===== src/rtl/usb_serial_pump.sv =====
// usb_serial_pump: byte TX FIFO feeding a Wishbone master that polls a USB serial
// core's status register and moves data. The RX path is built only when USB_SERIAL_PUMP_RX_EN is defined.
module usb_serial_pump #(
  parameter int unsigned TX_DEPTH    = 8,
  parameter logic [7:0]  BASE_ADR    = 8'h20,
  parameter int unsigned ACK_TIMEOUT = 255
) (
  input  logic                       clk,
  input  logic                       rst,
  input  logic [7:0]                 tx_data,
  input  logic                       tx_valid,
  output logic                       tx_ready,
  output logic [7:0]                 rx_data,
  output logic                       rx_valid,
  input  logic                       rx_ready,
  output logic [$clog2(TX_DEPTH):0]  tx_level,
  output logic                       usb_configured,
  output logic                       bus_error,
  output logic [7:0]                 wb_adr_o,
  output logic [7:0]                 wb_dat_o,
  input  logic [7:0]                 wb_dat_i,
  output logic                       wb_cyc_o,
  output logic                       wb_stb_o,
  output logic                       wb_we_o,
  input  logic                       wb_ack_i
);

  localparam int unsigned AW = $clog2(TX_DEPTH);
  localparam int unsigned CW = AW + 1;
  localparam int unsigned TW = 8;
  localparam logic [7:0]  STATUS_ADR = 8'(BASE_ADR + 8'd1);

  typedef enum logic [2:0] {
    IDLE   = 3'd0,
    POLL   = 3'd1,
    DECIDE = 3'd2,
    TX_WR  = 3'd3,
    RX_RD  = 3'd4
  } state_e;

  state_e state_q, state_d;

  logic [7:0]    fifo_mem [TX_DEPTH];
  logic [AW-1:0] wr_ptr_q, wr_ptr_d;
  logic [AW-1:0] rd_ptr_q, rd_ptr_d;
  logic [CW-1:0] count_q, count_d;

  logic          cyc_q, cyc_d;
  logic          stb_q, stb_d;
  logic          we_q, we_d;
  logic [7:0]    adr_q, adr_d;
  logic [7:0]    dat_q, dat_d;
  logic [TW-1:0] to_cnt_q, to_cnt_d;
  logic          bus_error_q, bus_error_d;

  logic          rx_avail_q, rx_avail_d;
  logic          tx_space_q, tx_space_d;
  logic          cfg_q, cfg_d;
  logic          prefer_rx_q, prefer_rx_d;

  logic          ack_c, timeout_c, bus_done_c;
  logic          push_c, pop_c, tx_ok_c, rx_ok_c;

  // Acks only count while our strobe is up; timeout fires on the last allowed cycle.
  assign ack_c      = wb_ack_i && stb_q;
  assign timeout_c  = stb_q && !wb_ack_i &&
                      ((9'(to_cnt_q) + 9'd1) == 9'(ACK_TIMEOUT));
  assign bus_done_c = ack_c || timeout_c;

  assign tx_ready = (count_q != CW'(TX_DEPTH)) && !rst;
  assign push_c   = tx_valid && tx_ready;
  assign pop_c    = (state_q == TX_WR) && ack_c;
  assign tx_ok_c  = tx_space_q && cfg_q && (count_q != '0);

`ifdef USB_SERIAL_PUMP_RX_EN
  logic          rx_valid_q, rx_valid_d;
  logic [7:0]    rx_data_q, rx_data_d;

  assign rx_ok_c  = rx_avail_q && !rx_valid_q;
  assign rx_valid = rx_valid_q;
  assign rx_data  = rx_data_q;
`else
  logic          unused_rx;

  assign rx_ok_c   = 1'b0;
  assign rx_valid  = 1'b0;
  assign rx_data   = 8'h00;
  assign unused_rx = ^{rx_ready, rx_avail_q, wb_dat_i[6:2]};
`endif

  // State register
  always_ff @(posedge clk) begin
    if (rst) state_q <= IDLE;
    else     state_q <= state_d;
  end

  // Next-state logic
  always_comb begin
    state_d = state_q;
    case (state_q)
      IDLE:   state_d = POLL;
      POLL: begin
        if (ack_c)          state_d = DECIDE;
        else if (timeout_c) state_d = IDLE;
      end
      DECIDE: begin
        if (tx_ok_c && rx_ok_c) state_d = prefer_rx_q ? RX_RD : TX_WR;
        else if (tx_ok_c)       state_d = TX_WR;
        else if (rx_ok_c)       state_d = RX_RD;
        else                    state_d = IDLE;
      end
      TX_WR, RX_RD: begin
        if (bus_done_c) state_d = IDLE;
      end
      default: state_d = IDLE;
    endcase
  end

  // Bus launch/teardown, FIFO pointers, status latch and RX holding register
  always_comb begin
    cyc_d       = cyc_q;
    stb_d       = stb_q;
    we_d        = we_q;
    adr_d       = adr_q;
    dat_d       = dat_q;
    to_cnt_d    = '0;
    bus_error_d = 1'b0;
    rx_avail_d  = rx_avail_q;
    tx_space_d  = tx_space_q;
    cfg_d       = cfg_q;
    prefer_rx_d = prefer_rx_q;
    wr_ptr_d    = wr_ptr_q;
    rd_ptr_d    = rd_ptr_q;
    count_d     = count_q;
`ifdef USB_SERIAL_PUMP_RX_EN
    rx_valid_d  = rx_valid_q;
    rx_data_d   = rx_data_q;
`endif

    if (stb_q && !bus_done_c) to_cnt_d = to_cnt_q + TW'(1);

    if (bus_done_c) begin
      cyc_d = 1'b0;
      stb_d = 1'b0;
      we_d  = 1'b0;
      adr_d = 8'h00;
      dat_d = 8'h00;
    end
    if (timeout_c) bus_error_d = 1'b1;

    if ((state_q == POLL) && ack_c) begin
      rx_avail_d = wb_dat_i[0];
      tx_space_d = wb_dat_i[1];
      cfg_d      = wb_dat_i[7];
    end

    // Outputs are registered on entry to each bus state
    if ((state_q == IDLE) && (state_d == POLL)) begin
      cyc_d = 1'b1;
      stb_d = 1'b1;
      we_d  = 1'b0;
      adr_d = STATUS_ADR;
    end
    if ((state_q == DECIDE) && (state_d == TX_WR)) begin
      cyc_d = 1'b1;
      stb_d = 1'b1;
      we_d  = 1'b1;
      adr_d = BASE_ADR;
      dat_d = fifo_mem[rd_ptr_q];
    end
    if ((state_q == DECIDE) && (state_d == RX_RD)) begin
      cyc_d = 1'b1;
      stb_d = 1'b1;
      we_d  = 1'b0;
      adr_d = BASE_ADR;
    end

    if (push_c) wr_ptr_d = wr_ptr_q + AW'(1);
    if (pop_c) begin
      rd_ptr_d    = rd_ptr_q + AW'(1);
      prefer_rx_d = 1'b1;
    end
    count_d = count_q + CW'(push_c) - CW'(pop_c);

`ifdef USB_SERIAL_PUMP_RX_EN
    if (rx_valid_q && rx_ready) rx_valid_d = 1'b0;
    if ((state_q == RX_RD) && ack_c) begin
      rx_valid_d  = 1'b1;
      rx_data_d   = wb_dat_i;
      prefer_rx_d = 1'b0;
    end
`endif
  end

  always_ff @(posedge clk) begin
    if (push_c) fifo_mem[wr_ptr_q] <= tx_data;
  end

  always_ff @(posedge clk) begin
    if (rst) begin
      wr_ptr_q    <= '0;
      rd_ptr_q    <= '0;
      count_q     <= '0;
      cyc_q       <= 1'b0;
      stb_q       <= 1'b0;
      we_q        <= 1'b0;
      adr_q       <= 8'h00;
      dat_q       <= 8'h00;
      to_cnt_q    <= '0;
      bus_error_q <= 1'b0;
      rx_avail_q  <= 1'b0;
      tx_space_q  <= 1'b0;
      cfg_q       <= 1'b0;
      prefer_rx_q <= 1'b0;
`ifdef USB_SERIAL_PUMP_RX_EN
      rx_valid_q  <= 1'b0;
      rx_data_q   <= 8'h00;
`endif
    end else begin
      wr_ptr_q    <= wr_ptr_d;
      rd_ptr_q    <= rd_ptr_d;
      count_q     <= count_d;
      cyc_q       <= cyc_d;
      stb_q       <= stb_d;
      we_q        <= we_d;
      adr_q       <= adr_d;
      dat_q       <= dat_d;
      to_cnt_q    <= to_cnt_d;
      bus_error_q <= bus_error_d;
      rx_avail_q  <= rx_avail_d;
      tx_space_q  <= tx_space_d;
      cfg_q       <= cfg_d;
      prefer_rx_q <= prefer_rx_d;
`ifdef USB_SERIAL_PUMP_RX_EN
      rx_valid_q  <= rx_valid_d;
      rx_data_q   <= rx_data_d;
`endif
    end
  end

  assign tx_level       = count_q;
  assign usb_configured = cfg_q;
  assign bus_error      = bus_error_q;
  assign wb_cyc_o       = cyc_q;
  assign wb_stb_o       = stb_q;
  assign wb_we_o        = we_q;
  assign wb_adr_o       = adr_q;
  assign wb_dat_o       = dat_q;

endmodule


===== config.mk =====
export PLATFORM = sky130hd
export DESIGN_NAME = usb_serial_pump
export DESIGN_NICKNAME = d
export VERILOG_FILES = /design/src/rtl/usb_serial_pump.sv
export SDC_FILE = /design/constraint.sdc
export NUM_CORES = 1
export LEC_CHECK = 0
export BUFFER_PORTS_ARGS = -buffer_cell sky130_fd_sc_hd__buf_2
export CAP_MARGIN = 20
export CORE_MARGIN = 2
export CORE_UTILIZATION = 55
export CTS_CLUSTER_SIZE = 14
export DETAILED_ROUTE_END_ITERATION = 10
export GPL_TIMING_DRIVEN = 0
export PLACE_DENSITY = 0.76
export RECOVER_POWER = 50
export SLEW_MARGIN = 20
export SYNTH_ARGS = -nofsm -noshare
export SYNTH_HDL_FRONTEND = slang
export SYNTH_SLANG_ARGS = --single-unit

===== constraint.sdc =====
create_clock -name clk -period 2.5 [get_ports clk]
set_input_delay 0.125 -clock clk [delete_from_list [all_inputs] [get_ports clk]]
set_output_delay 0.125 -clock clk [all_outputs]
set_load 0.02 [all_outputs]

==> results of run 1 <==
[stage by stage]
stage / hold slack (ns) / setup WS [ns]
final: 0.0154 / 0.240
after floorplan: 0.224 / 0.0370
after global routing: 0.0187 / 0.0522
after global placement: 0.368 / -0.0139
after CTS: 0.00401 / 0.0561
after detailed placement: 0.380 / 0.0816
[sequential cells by signal, indices dropped and copies added, names as in the netlist, 3 cells and up, named ones only]
name,cells
fifo_mem,64
rd_ptr_q,3
state_q,3
to_cnt_q,8
tx_level,4
wb_dat_o,8
wr_ptr_q,3
[per-layer routing]
metal	routed length, um	GRT usage (%)	up-vias
met2	3410	29.0	55
met4	81	5.51	0
met3	307	3.58	7
met1	3330	24.4	1198
li1	-	-	1214
met5	0	0	-
[cell usage in the layout, fill, tap and decap left out, types with 4 or more instances in the layout]
cell type  synthesis  routed
xnor2_1            4       4
inv_1             10      10
xor2_1             6       6
mux4_2            16      16
nand2_1           13      12
buf_4             17      17
clkbuf_1           7      33
nand4_1           11      11
o22ai_2            8       8
buf_2              3       8
mux2i_1           11      11
clkbuf_8           0       9
conb_1             1      15
nand3_1            8       8
edfxtp_1          64      64
dfxtp_1           38      38
nor2_1            25      25
ha_1              10      10
[kinds of logic (layout without fill, tap and decap cells)]
kind of cell / count (synthesis) / count (layout) / synth area share [%]
DFF: 102 / 102 / 61.8
and+or+nand+nor: 82 / 82 / 10.2
muxes: 27 / 27 / 10.8
adders and majority gates: 11 / 11 / 3.34
xor gates and xnor gates: 10 / 10 / 2.02
AOI/OAI and AO/OA: 30 / 30 / 6.45
other: 1 / 15 / 0.0863
buffers and inverters: 41 / 88 / 5.30
[where the power goes]
part	internal (mW)	total (mW)	switching [mW]
combinational	0.147	0.383	0.236
clock	0.387	0.997	0.610
sequential	1.85	1.90	0.0451
total	2.39	3.28	0.891
[critical path, cell delays in order (launching register included)]
cell     delay [ns]
dfxtp_1        0.34
inv_1          0.08
ha_1           0.24
a21oi_4        0.21
nand2_4        0.13
ha_1           0.30
inv_1          0.05
ha_1           0.16
inv_1          0.06
fa_1           0.38
xor2_1         0.16
nor2_1         0.05
[worst max path at each step]
stage,from,end,slack (ns)
global route,tx_level[2],tx_level[2],0.05
finish,tx_level[2],tx_level[2],0.24
global placement,tx_level[2],fifo_mem[3][6],-0.01
detailed placement,tx_level[2],fifo_mem[2][6],0.08
floorplan,tx_level[2],tx_level[2],0.04
CTS,tx_level[2],fifo_mem[2][7],0.06
[final cells by class]
class                   count  area (sq um)  area share, %
flip-flops and latches    102          2680           54.8
multi-input cells         175          1550           31.6
plain buffers              30           189           3.86
well taps                 102           128           2.61
repair buffers             32           126           2.58
clock buffers               9           124           2.53
clock inverters             7          65.1           1.33
inverters                  10          37.5          0.766
==> metrics.cfg, run 1 <==
[yosys]
synth_top_area_share_pct=44.2
synthTopCellsByArea=edfxtp_1, dfxtp_1, mux4_2, buf_4, ha_1
async_reset_ff_share_pct=0
netlist_instances=304
dominantRegCellSynth=edfxtp_1
synth_warnings=0
synthTopCellsByCount=edfxtp_1, dfxtp_1, nor2_1
avgSynthCellArea_sq_um=14.3
synth.distinct_cells=50
ys_seq_area_share_pct=61.8
synth_seq_cells=102
synth_edf_count=64
yosysMostFrequentCell=edfxtp_1
synth_largest_area_cell=edfxtp_1
syn_area_sq_um=4340

[min_path]
hp-start=wb_dat_i[1]
hold_class=input port to register
hold_path_end=tx_space_q
hold_depth=3

[run_status]
outcome=finished, final reports clean

[clock_tree]
cts_root_buf=clkbuf_8
postCtsResizedCells=0
clock-sinks=102
postCtsHoldBufs=0
numCtsBuffers=9
clk_latency_ns=0.36
clk_pin_slew_ns=0.10
cts_tree=built
post-cts-setup-buffer-count=0
clockBufferDepth=2
htree_levels=3

[timing]
worst_pin_slew_ns=0.999
finalHoldViolCount=0
skew_ns=0.00903
finalSetupTns_ns=0
rsz0062_at_grt=false
min_period_ns=2.26
timing.slew.headroom_pct=33.2
post-route-period-util_pct=90.4
final_max_slew_viol_count=0
fmax_mhz=442
setup_violations=0

[floorplan]
start_util_pct=56.5
rows=32
io_pins=56
die_x_um=92.9
coreArea_sq_um=7690
die_y_um=92.9
dieArea_sq_um=8630

[finish]
fillers=603
final_cell_area_sq_um=4900
post-route-util_pct=63.7
fin_nets=392
area_delta_synth_final_pct=12.7
fin_cells=467
antenna_cells=0
drive_gt1_share_pct=23.6

[grt]
grt_max_degree=20
grt_usage_pct=17.8
overflow=0
grt_pass1_wl_mm=11.7
antenna_found_initial=0
grt_pass1_vias=2390

[critical_path]
rrSetupSlack_ns=0.24
critPathKind=register to register
r2r_start=tx_level[2]
cp-start-kind=register
cp.required_ns=2.74
critPathMaxFanout=8
reg2reg_depth=11
end_kind=register
r2r-end=tx_level[2]
arrival_ns=2.50

[placed_design]
hpwl_mm=5.20
io_buffer_count=32
gp_congestion=0.848
dp.cells=452
place_area_sq_um=4730

[power_and_ir_drop]
power_mw=3.28
peakVddDrop_uv=523
power_density_nw_per_um2=669
leakage_nw=1.69

[route]
viasPerCell=5.30
drt-total-wl_mm=7.13
drt_pass1_iterations=4
drc=0
postRouteAntennaNets=0
vias=2474
wl_per_cell_um=15.3
drtIter0Drc=92

[job]
cap_violations=0

No activity file was read; power rests on OpenSTA's default activity.
==> inputs of run 2 (changes only) <==
Settings changed: REMOVE_ABC_BUFFERS set to 1.
==> metrics.cfg, run 2 (same netlist as run 1, synthesis figures left out) <==
[finish]
multi_input_area_sq_um=1540
top_register=fifo_mem
fillers=630
final-seq-area_sq_um=2680
final_common_cell=edfxtp_1
area_delta_synth_final_pct=9.48
largest_reg_flops=64
fin_nets=370
drive_gt1_share_pct=19.8
antenna_cells=0
final_cell_mix=edfxtp_1, dfxtp_1, clkbuf_1

[grt]
grt_pass1_wl_mm=11.9
grt_pass1_vias=2304
grt_max_degree=20
antenna_found_initial=0
overflow=0
grt_usage_pct=18.5

[route]
met1_length_mm=3.27
viasPerCell=5.47
dr.max_layer_used=met4
wl_met3_um=358
vias=2435
drtIter0Drc=89
wl_per_cell_um=16.7
drt_pass1_iterations=4
postRouteAntennaNets=0
drt-total-wl_mm=7.43
wl_met2_mm=3.76
drc=0

[clock_tree]
clockBufferDepth=2
clk_pin_slew_ns=0.10
cts_tree=built
clock-sinks=102
cts_root_buf=clkbuf_8
numCtsBuffers=9
post-cts-setup-buffer-count=0
clk_latency_ns=0.37
htree_levels=3

[timing]
timing.hold.ws_ns=0.0972
worst_pin_slew_ns=0.891
rsz0062_at_grt=false
final_max_slew_viol_count=0
setup_violations=0
post-route-period-util_pct=92.3
timing.slew.headroom_pct=40.3
min_period_ns=2.31
skew_ns=0.0104
final.setup.worst_slack_ns=0.192
fmax_mhz=433
finalHoldViolCount=0

[floorplan]
io_pins=56
start_util_pct=56.5
die_x_um=92.9
dieArea_sq_um=8630
die_y_um=92.9
coreArea_sq_um=7690
rows=32

[critical_path]
cp.required_ns=2.75
arrival_ns=2.56
end_kind=register
critPathMaxFanout=8
critPathKind=register to register
cp-start-kind=register

[run_status]
outcome=finished, final reports clean

[power_and_ir_drop]
leakage_nw=1.59
power_density_nw_per_um2=676
peakVddDrop_uv=492

[placed_design]
hpwl_mm=5.09
io_buffer_count=33
gp_congestion=0.852
preCtsSetupSlack_ns=-0.0407

[job]
cap_violations=0

[min_path]
hold_class=input port to register

==> run 2: changes by cell type in the layout (fill, tap and decap cells not counted), sizes merged <==
cell	previous run	this run
dlygate4sd3	0	2
inv	14	13
buf	28	11
clkbuf	43	37
==> run 2: worst max-delay path, cell delays in order (launching register included) <==
cell and delay, ns:
dfxtp_1 0.34, inv_1 0.08, ha_1 0.23, a21oi_4 0.19, nand2_2 0.18, ha_1 0.33
inv_1 0.06, ha_1 0.15, inv_1 0.06, fa_1 0.37, xor2_1 0.17, nor2_1 0.05
==> run 2: per-layer routing <==
metal / up-vias / track usage, %
li1: 1169 / -
met1: 1199 / 24.7
met3: 6 / 5.21
met5: - / 0
met4: 0 / 6.25
met2: 61 / 29.4
==> run 2: path summary, 6_finish.rpt <==
kind	from	to	slack, ns	depth (start not counted)
worst min register to register	wb_adr_o[0]	wb_adr_o[0]	0.49	2
worst max-delay path	tx_level[2]	tx_level[2]	0.19	11
worst min-delay path	tx_data[7]	fifo_mem[3][7]	0.1	1
worst max register to register	tx_level[2]	tx_level[2]	0.19	11
==> run 2: what timing repair did <==
item / 4_1_cts / 5_1_grt
endpoints found under the setup margin: 7 / 16
hold endpoints to repair: 2 / 0
gates cloned: 0 / 0
hold buffers: 2 / 0
resized for setup: 1 / 2
==> run 2: cell type report <==
type,count,area share [%]
Clock inverter,6,1.13
Clock buffer,10,2.68
Inverter,10,0.789
Tap cell,102,2.68
Timing Repair Buffer,40,3.97
Sequential cell,102,56.4
Multi-Input combinational cell,175,32.3
==> run 2: metrics by stage <==
step	instances	setup TNS, ns	power (mW)	cell area, sq um	util (%)
4_1_cts	445	0	3.24	4780	62.1
3_3_place_gp	422	-26.37	2.26	4500	58.5
3_5_place_dp	427	-0.0725	2.29	4570	59.5
6_report	445	0	3.22	4760	61.9
2_1_floorplan	287	-8.64	2.16	4200	-
5_1_grt	445	0	3.37	4760	61.9
==> run 2: power by group <==
part | internal (mW) | leakage (nW) | switching, mW
registers | 1.85 | 0.886 | 0.0519
clock network | 0.380 | 0.0894 | 0.584
logic | 0.126 | 0.619 | 0.221
